`src/rtl/ap_ctrl_start_sequencer.sv`:
```
// ap_ctrl_hs start sequencer: issues NUM_TRANS start handshakes, measures the
// start-to-done latency of each transaction and raises finish at the end or on timeout.
module ap_ctrl_start_sequencer #(
    parameter int NUM_TRANS = 8,
    parameter int CNT_W     = 16,
    parameter int TIMEOUT   = 1000,
    parameter int START_GAP = 0
) (
    input  logic             clock,
    input  logic             reset,
    input  logic             enable,
    output logic             ap_start,
    output logic             ap_continue,
    input  logic             ap_ready,
    input  logic             ap_done,
    output logic             finish,
    output logic [CNT_W-1:0] trans_count,
    output logic [CNT_W-1:0] latency,
    output logic             latency_valid,
    output logic             timeout_err
);
    typedef enum logic [2:0] {IDLE, START, WAIT_DONE, GAP, FINISH, ERROR} state_t;

    localparam logic [CNT_W-1:0] CNT_MAX = '1;
    localparam logic [31:0]      GAP_CYC = START_GAP;

    function automatic logic [CNT_W-1:0] sat_inc(input logic [CNT_W-1:0] v);
        return (v == CNT_MAX) ? v : v + 1'b1;
    endfunction

    state_t           state_q, state_d;
    logic             ap_start_q, ap_start_d;
    logic             finish_q, finish_d;
    logic             timeout_err_q, timeout_err_d;
    logic             lat_valid_q, lat_valid_d;
    logic [CNT_W-1:0] lat_cnt_q, lat_cnt_d;
    logic [CNT_W-1:0] trans_cnt_q, trans_cnt_d;
    logic [CNT_W-1:0] latency_q, latency_d;
    logic [31:0]      gap_cnt_q, gap_cnt_d;
    logic [CNT_W-1:0] trans_next;

    always_comb begin
        state_d       = state_q;
        ap_start_d    = ap_start_q;
        finish_d      = finish_q;
        timeout_err_d = timeout_err_q;
        lat_valid_d   = 1'b0;
        lat_cnt_d     = lat_cnt_q;
        trans_cnt_d   = trans_cnt_q;
        latency_d     = latency_q;
        gap_cnt_d     = gap_cnt_q;
        trans_next    = sat_inc(trans_cnt_q);
        case (state_q)
            IDLE: begin
                if (NUM_TRANS == 0) begin
                    state_d  = FINISH;
                    finish_d = 1'b1;
                end else if (enable) begin
                    state_d    = START;
                    ap_start_d = 1'b1;
                    lat_cnt_d  = '0;
                end
            end
            START, WAIT_DONE: begin
                // done wins over timeout, so a done exactly TIMEOUT cycles after start still completes
                if (ap_done) begin
                    ap_start_d  = 1'b0;
                    latency_d   = lat_cnt_q;
                    lat_valid_d = 1'b1;
                    trans_cnt_d = trans_next;
                    if (64'(trans_next) == 64'(NUM_TRANS)) begin
                        state_d  = FINISH;
                        finish_d = 1'b1;
                    end else begin
                        state_d   = GAP;
                        gap_cnt_d = '0;
                    end
                end else if (64'(lat_cnt_q) >= 64'(TIMEOUT)) begin
                    state_d       = ERROR;
                    ap_start_d    = 1'b0;
                    finish_d      = 1'b1;
                    timeout_err_d = 1'b1;
                end else begin
                    lat_cnt_d = sat_inc(lat_cnt_q);
                    if (state_q == START && ap_ready) begin
                        state_d    = WAIT_DONE;
                        ap_start_d = 1'b0;
                    end
                end
            end
            GAP: begin
                // the completion cycle itself is GAP cycle 0, so ap_start stays low START_GAP+1 cycles
                if (gap_cnt_q < GAP_CYC) begin
                    gap_cnt_d = gap_cnt_q + 32'd1;
                end else if (enable) begin
                    state_d    = START;
                    ap_start_d = 1'b1;
                    lat_cnt_d  = '0;
                end else if (GAP_CYC == 32'd0) begin
                    state_d = IDLE;
                end
            end
            FINISH, ERROR: ;
            default: state_d = IDLE;
        endcase
    end

    always_ff @(posedge clock or posedge reset) begin
        if (reset) begin
            state_q       <= IDLE;
            ap_start_q    <= 1'b0;
            finish_q      <= 1'b0;
            timeout_err_q <= 1'b0;
            lat_valid_q   <= 1'b0;
            lat_cnt_q     <= '0;
            trans_cnt_q   <= '0;
            latency_q     <= '0;
            gap_cnt_q     <= '0;
        end else begin
            state_q       <= state_d;
            ap_start_q    <= ap_start_d;
            finish_q      <= finish_d;
            timeout_err_q <= timeout_err_d;
            lat_valid_q   <= lat_valid_d;
            lat_cnt_q     <= lat_cnt_d;
            trans_cnt_q   <= trans_cnt_d;
            latency_q     <= latency_d;
            gap_cnt_q     <= gap_cnt_d;
        end
    end

    assign ap_start      = ap_start_q;
    assign ap_continue   = 1'b1;
    assign finish        = finish_q;
    assign timeout_err   = timeout_err_q;
    assign latency_valid = lat_valid_q;
    assign trans_count   = trans_cnt_q;
    assign latency       = latency_q;

endmodule

```
`config.mk`:
```
export PLATFORM = sky130hd
export DESIGN_NAME = ap_ctrl_start_sequencer
export DESIGN_NICKNAME = d
export VERILOG_FILES = /design/src/rtl/ap_ctrl_start_sequencer.sv
export SDC_FILE = /design/constraint.sdc
export NUM_CORES = 1
export LEC_CHECK = 0
export ABC_AREA = 1
export CAP_MARGIN = 20
export CORE_MARGIN = 3
export CORE_UTILIZATION = 35
export DETAILED_ROUTE_END_ITERATION = 16
export PLACE_DENSITY = 0.52
export SLEW_MARGIN = 20
export SYNTH_ARGS = -nofsm -noshare
export SYNTH_HDL_FRONTEND = slang
export SYNTH_SLANG_ARGS = --single-unit
```
`constraint.sdc`:
```
create_clock -name clock -period 2.05 [get_ports clock]
set_input_delay 0.41 -clock clock [delete_from_list [all_inputs] [get_ports clock]]
set_output_delay 0.41 -clock clock [all_outputs]
set_load 0.01 [all_outputs]
```
==> results.cfg, run 1 <==
[critical_path]
crit_type = reg -> reg
arrival_ns = 2.11
cp_common_cell = nand2_1
crit_family = simple AND/OR/NAND/NOR gates
required_ns = 2.29
crit_buf_inv = 0
reg2reg_slack_ns = 0.19
timing.reg2reg.worst_path_depth = 13
path_cells = ha_2 > nand3_1 > nor2_2 > nand3_1 > nand2_1 > nand2_1 > nor2_2 > nand3_1 > nor2_1 > nand2_1 > nand2_1 > nand2_1 > o21ai_2
endpoint_kind = flop
cpPeakStageDelay_ns = 0.37
crit_cells = 13
cp-start-kind = flop
critPathSlowestCell = dfrtp_1
worstPathMaxFanout = 5

[pwr]
p_leak_nw = 1.88
intPower_mw = 1.57
ir_worst_vdd_mv = 0.315
sw_frac_of_total_pct = 24.6
p_total_mw = 2.09
combPwrFrac_pct = 8.6
p_clk_share_pct = 36.9
seq_power_share_pct = 54.6
cellPowerDensity_nw_per_um2 = 575
p_sw_mw = 0.513

[synth]
postSynthCellCount = 377
yosysTopAreaCell = dfrtp_1
synth_area_per_cell_um2 = 7.65
yosysMostFrequentCell = nand2_1
async_flop_share_pct = 100
ys_seq_area_share_pct = 47.7
synth_common_cells = nand2_1 (112), dfrtp_1 (55), inv_1 (45)
synth_edf_count = 0
ys_seq_elements = 55
synthFlopType = dfrtp_1
syn-num-nets = 385
synth_top_cell_area_share_pct = 47.7
yosysWarningCount = 0
synth.distinct_cells = 30
synth_area_leaders = dfrtp_1 (48%), nand2_1 (15%), o21ai_0 (6.6%)
syn-cell-area_um2 = 2880

[cells_and_area]
n_antenna_cell = 0
layout.cells.non_filler = 533
utilization_pct = 46.2
drive_gt1_share_pct = 12.3
syn2layout_area_growth_pct = 25.7
fin_area_um2 = 3620
nNetsFinal = 438

[placed_design]
dp_cells = 517
dpl_worst_slack_ns = 0.0908
gp_congestion = 0.892
dpl_cell_area_um2 = 3430
dp_hpwl_mm = 5.15
io_buffers = 40

[status]
status = complete, no violations

[global_routing]
antenna_found_initial = 0
gr-total-overflow = 0
grt_max_degree = 45
grt_pass1_vias = 2411
grt_pass1_wl_mm = 11.7
track_usage_pct = 15.0

[sta]
fin_crit_ns = 1.86
max_freq_mhz = 536
hold_slack_ns = 0.379
finalClockSkew_ns = 0.0110
hold_viol_final = 0
worst_slack_ns = 0.186
tns_ns = 0
finalCritPeriodShare_pct = 90.9
relSlewSlack_pct = 57.8
tightest_slew_ns = 0.633
report.final.slew_viol_count = 0
final-setup-viol-count = 0

[clocking]
clk_pin_slew_ns = 0.11
cts-root-buf = clkbuf_8
clk_latency_ns = 0.31
cts_buffers = 5
cts.sinks = 55
postCtsHoldBufs = 0
htreeDepth = 2
cts_buffer_depth = 2
cts_tree = built

[die]
initial_core_util_pct = 36.7
num_rows = 32
dieArea_um2 = 9360
io-pin-count = 42
design.core.area_um2 = 7850
die_height_um = 96.8
die_w_um = 96.8

[flow_run]
maxCapViolations = 0

[routing]
vias = 2524
dr.first_iter.drc_count = 154
ant_nets = 0
viasPerCell = 4.74
wire_per_inst_um = 13.1
post-route-drc-count = 0
drt_wl_total_mm = 6.96
firstDrtPassIters = 5

[min_path]
hp-class = in -> async
## logic make-up (layout without fill, tap and decap cells)
logic type	Yosys count	in the layout	synth area share [%]
AO/OA/AOI/OAI	52	52	9.51
XOR/XNOR	7	7	2.13
adder cells (fa/ha/maj)	3	3	1.30
buffers and inverters	58	112	7.99
flip-flops	55	55	47.7
other	1	1	0.130
AND/OR/NAND/NOR	201	201	31.2
## state kept, by name (all words and copies together), names as in the netlist
| name | flops |
|---|---|
| ap_start | 1 |
| finish | 1 |
| lat_cnt_q | 16 |
| latency | 16 |
| latency_valid | 1 |
| state_q | 3 |
| timeout_err | 1 |
| trans_count | 16 |
## layout make-up
class	count	area, um2
timing repair buffer	55	526
clock buffer	5	68.8
inverter	49	185
sequential	55	1380
tap	102	128
fill	814	4220
clock inverter	3	50.0
multi-input combinational	264	1290
## placed cells by master (no fill, tap or decap), types with 2 or more instances in the layout
cell type	n
nand4_1	9
nor3_1	5
xor2_1	6
clkbuf_8	5
o21ai_0	38
nand2_2	5
ha_1	2
nand2_1	112
dfrtp_1	55
nor2_4	5
clkdlybuf4s50_1	40
o21ai_1	4
nor3_2	2
inv_2	4
nand3_1	18
a21oi_1	5
buf_4	14
nor2_1	33
nand2_4	2
nor2_2	8
inv_1	44
## path summary, 6_finish.rpt
path                                start              end
min in group clock                 finish           finish
min                                 reset  trans_count[12]
min reg2reg                        finish           finish
max reg2reg                trans_count[0]       state_q[2]
max                        trans_count[0]       state_q[2]
max in group asynchronous           reset   trans_count[1]
## power groups by stage
stage	registers (mW)	clock network (mW)	logic [mW]
6_report	1.14	0.769	0.178
5_1_grt	1.14	0.840	0.198
4_1_cts	1.14	0.807	0.181
3_5_place_dp	1.16	0	0.181
3_3_place_gp	1.16	0	0.181
2_1_floorplan	1.17	0	0.0750
## what timing repair did
| action | CTS | global route |
|---|---|---|
| setup buffers | 0 | 8 |
| setup endpoints to repair | 0 | 9 |
| resized for setup | 0 | 4 |
## per-layer routing
layer | routed length [um] | part of all wire [%] | up-vias | track usage [%]
met5 | 0 | 0 | - | 0
met4 | 76 | 1.1 | 0 | 5.08
met3 | 203 | 2.9 | 6 | 2.38
met2 | 3220 | 46 | 47 | 22.9
met1 | 3450 | 50 | 1167 | 21.6
li1 | - | - | 1304 | -
Power figures use the tool's default switching activity.
==> run 2, diff against run 1 <==
--- a/config.mk
+++ b/config.mk
@@ -11,6 +11,7 @@
 export CORE_UTILIZATION = 35
 export DETAILED_ROUTE_END_ITERATION = 16
 export PLACE_DENSITY = 0.52
+export REMOVE_ABC_BUFFERS = 1
 export SLEW_MARGIN = 20
 export SYNTH_ARGS = -nofsm -noshare
 export SYNTH_HDL_FRONTEND = slang
==> run 2 against run 1 <==
  * Via count fell by 1.2%
  * Setup slack got worse by 0.033 ns
  * Non-clock buffer count fell by 6
  * Core utilization is 0.46 points lower
  * First-iteration DRC count down 17%
  * Power shrank 4.9%
  * Register-to-register slack worse by 0.03 ns
  * Cell count is 1.1% lower
  * Sequential share of layout area is 0.52 points higher
  * Hold slack improved by 0.062 ns
  * Clock skew down 0.0033 ns
  * Sequential power is essentially flat
==> results.cfg, run 2 (synthesis gave the netlist of run 1 again) <==
[status]
status = complete, no violations

[global_routing]
grt_max_degree = 56
met2_usage_pct = 21.2
met1_usage_pct = 21.0
grt_pass1_vias = 2342
grt_pass1_wl_mm = 11.3
busiest_layer = met2
track_usage_pct = 14.5
antenna_found_initial = 0
met3_usage_pct = 3.17
gr-total-overflow = 0

[critical_path]
crit_type = reg -> reg
cp_common_cell = nand2_1
reg2reg_slack_ns = 0.15
timing.reg2reg.worst_path_depth = 13
critPathSlowestCell = dfrtp_1
crit-reg2reg-launch = trans_count[1]
crit_buf_inv = 1
cpPeakStageDelay_ns = 0.44
worstPathMaxFanout = 11
crit_family = simple AND/OR/NAND/NOR gates
required_ns = 2.30
worstReg2RegEnd = state_q[2]
arrival_ns = 2.15
cp-start-kind = flop
path_cells = ha_4 > nand2_2 > nor2_4 > nand2_4 > nor2_4 > buf_12 > nor2_1 > nand3_1 > nor2_1 > nand2_1 > nand2_1 > nand2_1 > o21ai_2
endpoint_kind = flop
setup.worst_path.start = trans_count[1]

[die]
dieArea_um2 = 9360
design.core.area_um2 = 7850
num_rows = 32
die_w_um = 96.8
initial_core_util_pct = 36.7
die_height_um = 96.8
io-pin-count = 42

[pwr]
cellPowerDensity_nw_per_um2 = 553
p_leak_nw = 1.83
p_total_mw = 1.98
ir_worst_vdd_mv = 0.306

[routing]
wire_per_inst_um = 12.5
firstDrtPassIters = 4
drt_wl_total_mm = 6.61
dr.first_iter.drc_count = 128
ant_nets = 0
vias = 2493
post-route-drc-count = 0
viasPerCell = 4.73

[placed_design]
dp_hpwl_mm = 4.83
dpl_cell_area_um2 = 3420
dp_cells = 516
io_buffers = 40
gp_congestion = 0.888

[clocking]
cts.sinks = 55
cts_tree = built
clk_latency_ns = 0.31
cts_buffers = 5
cts-root-buf = clkbuf_8
cts_buffer_depth = 2
htreeDepth = 2
postCtsHoldBufs = 0
clk_pin_slew_ns = 0.11

[sta]
report.final.slew_viol_count = 0
finalCritPeriodShare_pct = 92.5
max_freq_mhz = 527
rsz0062_at_grt = no
tightest_slew_ns = 0.647
hold_viol_final = 0
final-setup-viol-count = 0
tns_ns = 0
hold_slack_ns = 0.441
finalClockSkew_ns = 0.00769
relSlewSlack_pct = 56.8
fin_crit_ns = 1.90

[cells_and_area]
fin_area_um2 = 3590
n_antenna_cell = 0
final_common_cell = nand2_1
register_area_um2 = 1380
final_cell_mix = nand2_1 (112), dfrtp_1 (51), inv_1 (43), clkdlybuf4s50_1 (40), o21ai_0 (38)
filler_cell_count = 811
layout.cells.non_filler = 527
drive_gt1_share_pct = 12.0
multi_input_area_um2 = 1300
syn2layout_area_growth_pct = 24.5
nNetsFinal = 432

[min_path]
hp-class = in -> async

[flow_run]
maxCapViolations = 0
## run 2: changes by cell type in the layout (fill, tap and decap cells not counted), sizes merged
cell,change
buf,-6
bufinv,-1
clkbuf,+1
## run 2: metrics by stage
stage | setup slack [ns] | util [%]
after global placement | 0.0593 | 43.6
after global routing | 0.00426 | 45.7
final | 0.153 | 45.7
after detailed placement | 0.0208 | 43.6
after floorplan | 0.198 | -
after CTS | 0.0116 | 44.9
## run 2: layout make-up
type                       count  share of cell area (%)
timing repair buffer          49                    13.7
clock inverter                 2                   0.488
tap                          102                    3.56
multi-input combinational    264                    36.3
clock buffer                   6                    2.30
sequential                    55                    38.5
inverter                      49                    5.16
## run 2: worst max-delay path by stage
stage	endpoint	slack [ns]	cells after the start
final	state_q[2]	0.15	13
after floorplan	state_q[2]	0.20	14
after global routing	state_q[2]	0.004	14
after CTS	finish	0.01	14
after global placement	state_q[2]	0.06	14
after detailed placement	finish	0.02	14
## run 2: worst register-to-register path: cells and delay by family (launching register included)
family	cells	cell delay, ns
adder cells (fa/ha/maj)	1	0.20
buffers and inverters	1	0.14
AND/OR/NAND/NOR	10	0.99
flip-flops	1	0.44
AO/OA/AOI/OAI	1	0.06
## run 2: repair_timing
action	in CTS	in global routing
buffers inserted	0	3
endpoints found under the setup margin	0	10
gates resized for setup	0	10
## run 2: routing by layer
layer,share of wire [%],wire length (um)
met1,51,3350
met5,0,0
met2,43,2820
met4,1.9,127
met3,4.6,307
## run 2: where the power goes
group / total [mW] / internal [mW] / switching, mW
clock: 0.670 / 0.284 / 0.386
combinational: 0.174 / 0.0817 / 0.0918
sequential: 1.14 / 1.11 / 0.0281
